[config.mk]
export PLATFORM = sky130hd
export DESIGN_NAME = l1d_entry_alloc_tracker_flat
export DESIGN_NICKNAME = d
export VERILOG_FILES = /design/src/rtl/l1d_entry_alloc_tracker_if.sv /design/src/rtl/l1d_entry_alloc_tracker.sv /design/src/flat_wrapper.sv
export SDC_FILE = /design/constraint.sdc
export NUM_CORES = 1
export LEC_CHECK = 0
export CAP_MARGIN = 20
export CORE_MARGIN = 10
export CORE_UTILIZATION = 57
export CTS_BUF_LIST = sky130_fd_sc_hd__clkbuf_8
export CTS_CLUSTER_SIZE = 10
export DETAILED_ROUTE_END_ITERATION = 6
export GPL_ROUTABILITY_DRIVEN = 0
export MAX_ROUTING_LAYER = met4
export PLACE_DENSITY = 0.88
export SYNTH_ARGS = -nofsm -noshare
export SYNTH_HDL_FRONTEND = slang
export SYNTH_SLANG_ARGS = --single-unit
[constraint.sdc]
create_clock -name clk -period 11.9 [get_ports clk]
set_input_delay 1.19 -clock clk [delete_from_list [all_inputs] [get_ports clk]]
set_output_delay 1.19 -clock clk [all_outputs]
set_load 0.02 [all_outputs]
[src/rtl/l1d_entry_alloc_tracker_if.sv]
// Bundle of the allocate/release/status signals exchanged between an L1D
// requester (master) and the entry allocation tracker (slave).
interface l1d_entry_alloc_tracker_if #(
  parameter int ENTRY_NUM = 8
);
  localparam int IDX_W = $clog2(ENTRY_NUM);
  localparam int CNT_W = $clog2(ENTRY_NUM) + 1;

  logic                 flush_i;
  logic [1:0]           alloc_req_vld_i;
  logic [1:0]           alloc_gnt_o;
  logic [IDX_W-1:0]     alloc_idx0_o;
  logic [IDX_W-1:0]     alloc_idx1_o;
  logic [ENTRY_NUM-1:0] release_mask_i;
  logic [ENTRY_NUM-1:0] valid_vec_o;
  logic [CNT_W-1:0]     occ_cnt_o;
  logic                 full_o;
  logic                 empty_o;
  logic                 almost_full_o;
  logic                 err_o;

  // Requester side: issues allocations, releases and flushes.
  modport master (
    output flush_i, alloc_req_vld_i, release_mask_i,
    input  alloc_gnt_o, alloc_idx0_o, alloc_idx1_o, valid_vec_o,
    input  occ_cnt_o, full_o, empty_o, almost_full_o, err_o
  );

  // Tracker side: answers grants and reports occupancy.
  modport slave (
    input  flush_i, alloc_req_vld_i, release_mask_i,
    output alloc_gnt_o, alloc_idx0_o, alloc_idx1_o, valid_vec_o,
    output occ_cnt_o, full_o, empty_o, almost_full_o, err_o
  );
endinterface

[src/rtl/l1d_entry_alloc_tracker.sv]
// L1D entry allocation tracker: registered valid bitmap with two-port
// lowest-free-first allocation, mask-based release, flush, and a registered
// occupancy count driving full / empty / almost-full flow control.
module l1d_entry_alloc_tracker #(
  parameter int ENTRY_NUM    = 8,
  parameter int AFULL_THRESH = 6
) (
  input  logic                    clk,
  input  logic                    rst,
  l1d_entry_alloc_tracker_if.slave bus
);
  localparam int IDX_W = $clog2(ENTRY_NUM);
  localparam int CNT_W = $clog2(ENTRY_NUM) + 1;

  logic [ENTRY_NUM-1:0] valid_q, valid_d;
  logic [CNT_W-1:0]     occ_cnt_q, occ_cnt_d;
  logic                 err_q, err_d;

  logic [IDX_W-1:0]     f0, f1;
  logic                 f0_ok, f1_ok;
  logic                 gnt0, gnt1;
  logic [IDX_W-1:0]     idx1_sel;
  logic [ENTRY_NUM-1:0] gnt_onehot;
  logic [ENTRY_NUM-1:0] rel_hit;
  logic [ENTRY_NUM-1:0] rel_bad;
  logic [CNT_W-1:0]     rel_cnt;

  // Lowest and second-lowest free entries, from the registered bitmap only,
  // so an entry released this cycle is not handed out until next cycle.
  always_comb begin
    f0    = '0;
    f1    = '0;
    f0_ok = 1'b0;
    f1_ok = 1'b0;
    for (int i = 0; i < ENTRY_NUM; i++) begin
      if (!valid_q[i]) begin
        if (!f0_ok) begin
          f0_ok = 1'b1;
          f0    = IDX_W'(i);
        end else if (!f1_ok) begin
          f1_ok = 1'b1;
          f1    = IDX_W'(i);
        end
      end
    end
  end

  // Zero-latency grants; port 0 takes f0, port 1 takes whatever is left.
  // Reset and flush both suppress grants; release never influences them.
  always_comb begin
    gnt0     = rst && !bus.flush_i && bus.alloc_req_vld_i[0] && f0_ok;
    gnt1     = rst && !bus.flush_i && bus.alloc_req_vld_i[1] &&
               (bus.alloc_req_vld_i[0] ? f1_ok : f0_ok);
    idx1_sel = bus.alloc_req_vld_i[0] ? f1 : f0;
  end

  // Per-entry decode of grant one-hots and release classification.
  generate
    for (genvar gi = 0; gi < ENTRY_NUM; gi++) begin : g_entry
      assign gnt_onehot[gi] = (gnt0 && (f0 == IDX_W'(gi))) ||
                              (gnt1 && (idx1_sel == IDX_W'(gi)));
      assign rel_hit[gi]    = bus.release_mask_i[gi] && valid_q[gi];
      assign rel_bad[gi]    = bus.release_mask_i[gi] && !valid_q[gi];
    end
  endgenerate

  // Number of entries actually retired this cycle.
  always_comb begin
    rel_cnt = '0;
    for (int i = 0; i < ENTRY_NUM; i++) begin
      rel_cnt = rel_cnt + CNT_W'(rel_hit[i]);
    end
  end

  // Next-state: flush wins over everything; otherwise retire then allocate.
  // Releases of non-valid entries are dropped but latch the sticky error.
  always_comb begin
    valid_d   = valid_q;
    occ_cnt_d = occ_cnt_q;
    err_d     = err_q;
    if (bus.flush_i) begin
      valid_d   = '0;
      occ_cnt_d = '0;
    end else begin
      valid_d   = (valid_q & ~bus.release_mask_i) | gnt_onehot;
      occ_cnt_d = occ_cnt_q + CNT_W'(gnt0) + CNT_W'(gnt1) - rel_cnt;
      err_d     = err_q | (|rel_bad);
    end
  end

  // State registers with asynchronous active-low reset.
  always_ff @(posedge clk or negedge rst) begin
    if (!rst) begin
      valid_q   <= '0;
      occ_cnt_q <= '0;
      err_q     <= 1'b0;
    end else begin
      valid_q   <= valid_d;
      occ_cnt_q <= occ_cnt_d;
      err_q     <= err_d;
    end
  end

  assign bus.alloc_gnt_o   = {gnt1, gnt0};
  assign bus.alloc_idx0_o  = gnt0 ? f0 : '0;
  assign bus.alloc_idx1_o  = gnt1 ? idx1_sel : '0;
  assign bus.valid_vec_o   = valid_q;
  assign bus.occ_cnt_o     = occ_cnt_q;
  assign bus.err_o         = err_q;
  assign bus.full_o        = (occ_cnt_q == CNT_W'(ENTRY_NUM));
  assign bus.empty_o       = (occ_cnt_q == '0);
  assign bus.almost_full_o = (occ_cnt_q >= CNT_W'(AFULL_THRESH));

endmodule

[src/flat_wrapper.sv]
// flat-port wrapper written by rule: the top's interface ports become plain ports
module l1d_entry_alloc_tracker_flat 
#(
  parameter int ENTRY_NUM    = 8,
  parameter int AFULL_THRESH = 6
)
  (clk, rst, bus_flush_i, bus_alloc_req_vld_i, bus_release_mask_i, bus_alloc_gnt_o, bus_alloc_idx0_o, bus_alloc_idx1_o, bus_valid_vec_o, bus_occ_cnt_o, bus_full_o, bus_empty_o, bus_almost_full_o, bus_err_o);
  l1d_entry_alloc_tracker_if #(.ENTRY_NUM(ENTRY_NUM)) bus_i ();
  input  logic clk;
  input  logic rst;
  input wire logic [$bits(bus_i.flush_i)-1:0] bus_flush_i;
  input wire logic [$bits(bus_i.alloc_req_vld_i)-1:0] bus_alloc_req_vld_i;
  input wire logic [$bits(bus_i.release_mask_i)-1:0] bus_release_mask_i;
  output wire logic [$bits(bus_i.alloc_gnt_o)-1:0] bus_alloc_gnt_o;
  output wire logic [$bits(bus_i.alloc_idx0_o)-1:0] bus_alloc_idx0_o;
  output wire logic [$bits(bus_i.alloc_idx1_o)-1:0] bus_alloc_idx1_o;
  output wire logic [$bits(bus_i.valid_vec_o)-1:0] bus_valid_vec_o;
  output wire logic [$bits(bus_i.occ_cnt_o)-1:0] bus_occ_cnt_o;
  output wire logic [$bits(bus_i.full_o)-1:0] bus_full_o;
  output wire logic [$bits(bus_i.empty_o)-1:0] bus_empty_o;
  output wire logic [$bits(bus_i.almost_full_o)-1:0] bus_almost_full_o;
  output wire logic [$bits(bus_i.err_o)-1:0] bus_err_o;
  assign bus_i.flush_i = bus_flush_i;
  assign bus_i.alloc_req_vld_i = bus_alloc_req_vld_i;
  assign bus_i.release_mask_i = bus_release_mask_i;
  assign bus_alloc_gnt_o = bus_i.alloc_gnt_o;
  assign bus_alloc_idx0_o = bus_i.alloc_idx0_o;
  assign bus_alloc_idx1_o = bus_i.alloc_idx1_o;
  assign bus_valid_vec_o = bus_i.valid_vec_o;
  assign bus_occ_cnt_o = bus_i.occ_cnt_o;
  assign bus_full_o = bus_i.full_o;
  assign bus_empty_o = bus_i.empty_o;
  assign bus_almost_full_o = bus_i.almost_full_o;
  assign bus_err_o = bus_i.err_o;
  l1d_entry_alloc_tracker #(.ENTRY_NUM(ENTRY_NUM), .AFULL_THRESH(AFULL_THRESH)) u_core (.clk(clk), .rst(rst), .bus(bus_i));
endmodule
==> results of run 1 <==
-- flip-flops by register name, indices dropped and copies added (netlist names) --
name / flops
u_core.bus.occ_cnt_o: 4
u_core.bus.err_o: 1
u_core.bus.valid_vec_o: 8
-- routing by layer --
| metal | GRT usage, % | up-vias | share of wire (%) | wire, µm |
|---|---|---|---|---|
| li1 | - | 809 | - | - |
| met1 | 26.5 | 806 | 42 | 2160 |
| met2 | 28.1 | 103 | 45 | 2310 |
| met3 | 5.91 | 8 | 12 | 602 |
| met4 | 5.04 | 0 | 1.3 | 68 |
| met5 | - | - | 0 | 0 |
-- report_power, final --
group / total, mW / switching (mW) / leakage, nW / internal [mW]
registers: 0.0575 / 0.00783 / 0.172 / 0.0497
logic: 0.108 / 0.0562 / 0.638 / 0.0521
clock network: 0.0380 / 0.0150 / 0.0255 / 0.0231
-- final timing paths --
| kind | from | endpoint |
|---|---|---|
| hold / removal | u_core.bus.err_o$_DFFE_PN0N_ | u_core.bus.err_o$_DFFE_PN0N_ |
| max in group asynchronous | rst | u_core.bus.valid_vec_o[3]$_DFF_PN0_ |
| setup / recovery | u_core.bus.valid_vec_o[0]$_DFF_PN0_ | u_core.bus.occ_cnt_o[3]$_DFF_PN0_ |
| hold reg to reg | u_core.bus.err_o$_DFFE_PN0N_ | u_core.bus.err_o$_DFFE_PN0N_ |
| min in group asynchronous | rst | u_core.bus.occ_cnt_o[1]$_DFF_PN0_ |
| setup reg to reg | u_core.bus.valid_vec_o[0]$_DFF_PN0_ | u_core.bus.occ_cnt_o[3]$_DFF_PN0_ |
-- layout by cell type (no fill, tap or decap), types with 2 or more instances in the layout --
| master | synthesis | layout |
|---|---|---|
| clkdlybuf4s50_1 | 0 | 36 |
| inv_1 | 24 | 24 |
| nor2_1 | 19 | 19 |
| nand2_1 | 15 | 15 |
| dfrtp_1 | 13 | 13 |
| ha_1 | 12 | 12 |
| a21oi_1 | 11 | 11 |
| and2_1 | 9 | 9 |
| o21ai_0 | 7 | 7 |
| fa_1 | 7 | 7 |
| nand3_1 | 6 | 6 |
| o22ai_1 | 6 | 6 |
| nor3_1 | 5 | 5 |
| a31oi_1 | 5 | 5 |
| a22oi_1 | 5 | 5 |
| xnor2_1 | 4 | 4 |
| a211oi_1 | 4 | 4 |
| nand3b_1 | 3 | 3 |
| and3_1 | 3 | 3 |
| a21o_1 | 3 | 3 |
| nor2b_1 | 3 | 3 |
| a2bb2oi_1 | 3 | 3 |
| clkbuf_8 | 0 | 3 |
| a311oi_2 | 2 | 2 |
| o211ai_1 | 2 | 2 |
| nor3b_1 | 2 | 2 |
| nor4_1 | 2 | 2 |
-- critical path, cell delays in order, from the launching register on --
cell and delay [ns]:
dfrtp_1 0.44, ha_1 0.61, or3b_1 0.42, a311oi_2 0.29
or2_1 0.36, a21oi_1 0.12, o211ai_1 0.29, inv_1 0.12
fa_1 0.42, fa_1 0.46, fa_1 0.49, inv_1 0.05
fa_1 0.41, inv_1 0.06, ha_1 0.15, xor2_1 0.19
xnor2_1 0.14, nor2_1 0.05
-- synthesized netlist by cell type, drive strengths merged (6+ instances only) --
cell	n	area share, %
a21oi	11	3.2
ha	12	8.8
nand3	6	1.8
dfrtp	13	19
o22ai	6	2.2
a31oi	6	3.1
nor2	19	4.2
buf	10	4.0
nand2	15	3.3
and2	9	3.3
o21ai	7	2.1
inv	24	5.3
fa	7	8.2
-- area by class of cell --
type,instances,share of cell area [%]
Multi-Input combinational cell,162,58.3
Timing Repair Buffer,36,17.5
Sequential cell,13,15.8
Inverter,24,4.36
Clock buffer,3,2.00
Tap cell,31,1.88
Clock inverter,1,0.242
-- metrics by stage --
stage	power [mW]	util, %	instances	setup WS, ns
after floorplan	0.121	-	214	7.30
after global placement	0.163	71.9	266	6.76
after detailed placement	0.166	71.9	266	6.68
after CTS	0.205	73.6	270	6.73
after global routing	0.219	73.6	270	6.40
final	0.204	73.6	270	6.67
-- logic make-up (layout without fill, tap and decap cells) --
family / count (synthesis) / in the layout / share of synthesized area, %
compound gates: 63 / 63 / 28.1
xor+xnor: 5 / 5 / 2.57
fa+ha+maj: 19 / 19 / 17.0
buf+inv: 39 / 64 / 10.4
flops: 13 / 13 / 19.1
simple gates: 75 / 75 / 22.9
==> reports/results.tsv, run 1 <==
stage	metric	value	unit
clock_tree	cts_tree	done	
min_path	hold_depth	1	
floorplanning	dieWidth	74.7	µm
route	drc	0	
critical_path	r2r_setup_slack	6.67	ns
logic_synthesis	yosysSeqAreaShare	19.1	%
timing	maxSlewViolCount	0	
timing	fin_crit	5.23	ns
logic_synthesis	ys_warn_count	0	
layout	multi_input_area	0.00120	mm²
placement	hpwl	4.03	mm
timing	worstMarginPinSlew	0.657	ns
logic_synthesis	synth_fp_nets	246	
power	p_leak	0.836	nW
critical_path	start_kind	register	
global_route	grt_pass1_vias	1649	
clock_tree	cts_setup_buffers	0	
power	vdd_drop_max	0.000126	V
floorplanning	initial_utilization	60.8	%
critical_path	cp.arrival	5.33	ns
logic_synthesis	synth-edff-count	0	
logic_synthesis	ys.flop_type	dfrtp_1	
floorplanning	chipHeight	74.7	µm
critical_path	crit_type	reg -> reg	
timing	slew_headroom	56.2	%
clock_tree	holdBufCountCts	0	
flow_run	cap_violations	0	
layout	fin_area	0.00206	mm²
global_route	antenna_found_initial	0	
layout	ff_latch_area	325	µm²
clock_tree	root_buffer	clkbuf_8	
critical_path	cp-end-kind	register	
logic_synthesis	synth_cell_type_count	53	
critical_path	cp.required	12.01	ns
logic_synthesis	syn_avg_cell_area	7.97	µm²
timing	tns	0	ns
timing	rsz0062_at_grt	false	
clock_tree	htreeDepth	1	
timing	hold_ws	0.490	ns
clock_tree	cts-resized-gates	0	
route	via_per_inst	6.39	
floorplanning	die-area	0.00558	mm²
critical_path	cp_max_fo	19	
min_path	worstHoldPathType	reg -> reg	
floorplanning	coreArea	0.00281	mm²
clock_tree	clk_latency	0.24	ns
layout	nFillCells	235	
timing	skew	0.000853	ns
global_route	grtUsageTotal	19.8	%
logic_synthesis	postSynthCellCount	214	
clock_tree	clock_sinks	13	
timing	finalHoldViolCount	0	
layout	n_antenna_cell	0	
timing	setup_viol	0	
power	powerDensity	98.8	mW/mm²
timing	finalCritPeriodShare	43.9	%
floorplanning	io_pins	37	
route	drt-initial-drc-count	223	
floorplanning	num_rows	19	
global_route	grt-ovfl-total	0	
layout	area_growth_syn_to_layout	21.0	%
layout	drive_gt1_share	4.60	%
logic_synthesis	synth_async_sr_flop_share	100	%
logic_synthesis	synth_area	0.00171	mm²
clock_tree	clk_path_buf_depth	2	
placement	port_buffers	36	
route	totalWireLength	5.14	mm
global_route	grt_pass1_wl	8.43	mm
run_status	status	complete, no violations	
clock_tree	cts-buffers-inserted	3	
timing	fmax	191	MHz
route	vias	1726	
placement	place_area	0.00202	mm²
logic_synthesis	ys_seq_elements	13	
critical_path	rr_worst_depth	17	
clock_tree	clk_pin_slew	0.05	ns
route	drtPass1Iterations	6	
layout	fin_nets	272	
route	post_drt_wl_per_cell	19.0	µm
route	ant_nets	0	
global_route	grt_max_degree	22	
No activity file was read; power rests on OpenSTA's default activity.
==> run 2: changes to the inputs <==
CORE_UTILIZATION = 48   (was 57)
PLACE_DENSITY = 0.79   (was 0.88)
clock period = 4.55 ns   (was 11.9 ns; I/O delays follow)
==> reports/results.tsv, run 2 (synthesis gave the netlist of run 1 again) <==
stage	metric	value	unit
run_status	status	complete, no violations	
critical_path	crit_type	reg -> reg	
timing	fin_ws	0.109	ns
flow_run	cap_violations	0	
clock_tree	cts-buffers-inserted	3	
layout	fin_nets	295	
power	p_leak	0.943	nW
placement	port_buffers	36	
timing	finalHoldViolCount	0	
floorplanning	initial_utilization	50.4	%
placement	hpwl	4.38	mm
global_route	antenna_found_initial	0	
layout	final_common_cell	clkdlybuf4s50_1	
timing	skew	0.00277	ns
route	vias	1917	
clock_tree	cts_tree	done	
critical_path	cp-end-kind	register	
route	ant_nets	0	
route	post_drt_wl_per_cell	18.7	µm
layout	n_antenna_cell	0	
route	drc	0	
route	via_per_inst	6.22	
timing	finalCritPeriodShare	97.6	%
floorplanning	chipHeight	79.6	µm
floorplanning	die-area	0.00634	mm²
placement	dp.cells	296	
placement	pre_cts_ws	-0.00279	ns
layout	final_cells	308	
clock_tree	root_buffer	clkbuf_8	
global_route	grt_max_degree	19	
timing	fmax	225	MHz
timing	maxSlewViolCount	0	
clock_tree	clock_sinks	13	
clock_tree	htreeDepth	1	
clock_tree	clk_pin_slew	0.06	ns
floorplanning	num_rows	21	
power	total_power	0.577	mW
floorplanning	io_pins	37	
global_route	grtUsageTotal	17.8	%
clock_tree	clk_latency	0.25	ns
route	drt-initial-drc-count	524	
timing	slew_headroom	62.7	%
route	drtPass1Iterations	7	
floorplanning	coreArea	0.00339	mm²
timing	worstMarginPinSlew	0.555	ns
power	powerDensity	250	mW/mm²
critical_path	cp_max_fo	4	
power	vdd_drop_max	0.000233	V
critical_path	cp.arrival	4.58	ns
route	totalWireLength	5.77	mm
floorplanning	dieWidth	79.6	µm
critical_path	cp.required	4.68	ns
layout	drive_gt1_share	17.9	%
global_route	grt_pass1_wl	8.79	mm
min_path	worstHoldPathType	in -> async	
global_route	grt-ovfl-total	0	
clock_tree	holdBufCountCts	0	
critical_path	start_kind	register	
global_route	grt_pass1_vias	1661	
layout	largest_register_ffs	8	
layout	final_cell_mix	clkdlybuf4s50_1, buf_4, inv_1	
timing	setup_viol	0	
layout	area_growth_syn_to_layout	35.3	%
timing	fin_crit	4.44	ns
clock_tree	clk_path_buf_depth	2	
## run 2: final cells by class
class / instances / area [µm²]
multi-input combinational: 162 / 1250
fill: 233 / 1080
timing repair buffer: 59 / 537
sequential: 13 / 328
inverter: 24 / 92.6
tap: 46 / 57.6
clock buffer: 3 / 41.3
clock inverter: 1 / 5.00
## run 2: layer usage
metal,up-vias,part of all wire (%),track usage [%]
li1,854,-,-
met5,-,0,-
met3,37,12,3.38
met4,0,4.0,5.38
met1,867,40,24.8
met2,159,44,25.0
## run 2: power by group
group | total (mW) | switching [mW] | internal (mW)
Combinational | 0.320 | 0.161 | 0.159
Clock | 0.107 | 0.0464 | 0.0606
Sequential | 0.150 | 0.0200 | 0.130
## run 2: worst max-delay path, cell delays in order (launching register included)
cell and delay, ns:
dfrtp_2 0.41, inv_4 0.07, ha_4 0.16, or3b_1 0.38, a311oi_2 0.28, or2_4 0.20, a21oi_1 0.06, o211ai_1 0.24
inv_1 0.12, fa_2 0.35, fa_1 0.50, fa_1 0.56, inv_2 0.05, fa_2 0.36, inv_1 0.06, ha_2 0.18
xor2_2 0.14, xnor2_1 0.13, nor2_1 0.07
## run 2: timing repair
| item | in CTS | in global routing |
|---|---|---|
| gates resized for setup | 0 | 16 |
| endpoints found under the hold margin | 0 | 0 |
| endpoints found under the setup margin | 0 | 2 |
| buffers inserted | 0 | 8 |
## run 2: per-stage QoR
step                      util (%)  hold slack [ns]  area (µm²)  TNS [ns]
after floorplan                  -            0.159        1710         0
after global placement        63.5            0.458        2150         0
after detailed placement      63.5            0.465        2150  -0.00279
after CTS                     64.9            0.451        2200         0
after global routing          68.1            0.454        2310   -0.0301
final                         68.1            0.444        2310         0
## run 2: final timing paths
kind / from / endpoint / slack, ns / depth (start not counted)
min reg2reg: u_core.bus.err_o$_DFFE_PN0N_ / u_core.bus.err_o$_DFFE_PN0N_ / 0.48 / 1
min in group clk: u_core.bus.err_o$_DFFE_PN0N_ / u_core.bus.err_o$_DFFE_PN0N_ / 0.48 / 1
max: u_core.bus.valid_vec_o[0]$_DFF_PN0_ / u_core.bus.occ_cnt_o[3]$_DFF_PN0_ / 0.11 / 18
max in group asynchronous: rst / u_core.bus.valid_vec_o[1]$_DFF_PN0_ / 3.66 / 2
min: rst / u_core.bus.valid_vec_o[2]$_DFF_PN0_ / 0.44 / 1
max reg2reg: u_core.bus.valid_vec_o[0]$_DFF_PN0_ / u_core.bus.occ_cnt_o[3]$_DFF_PN0_ / 0.11 / 18
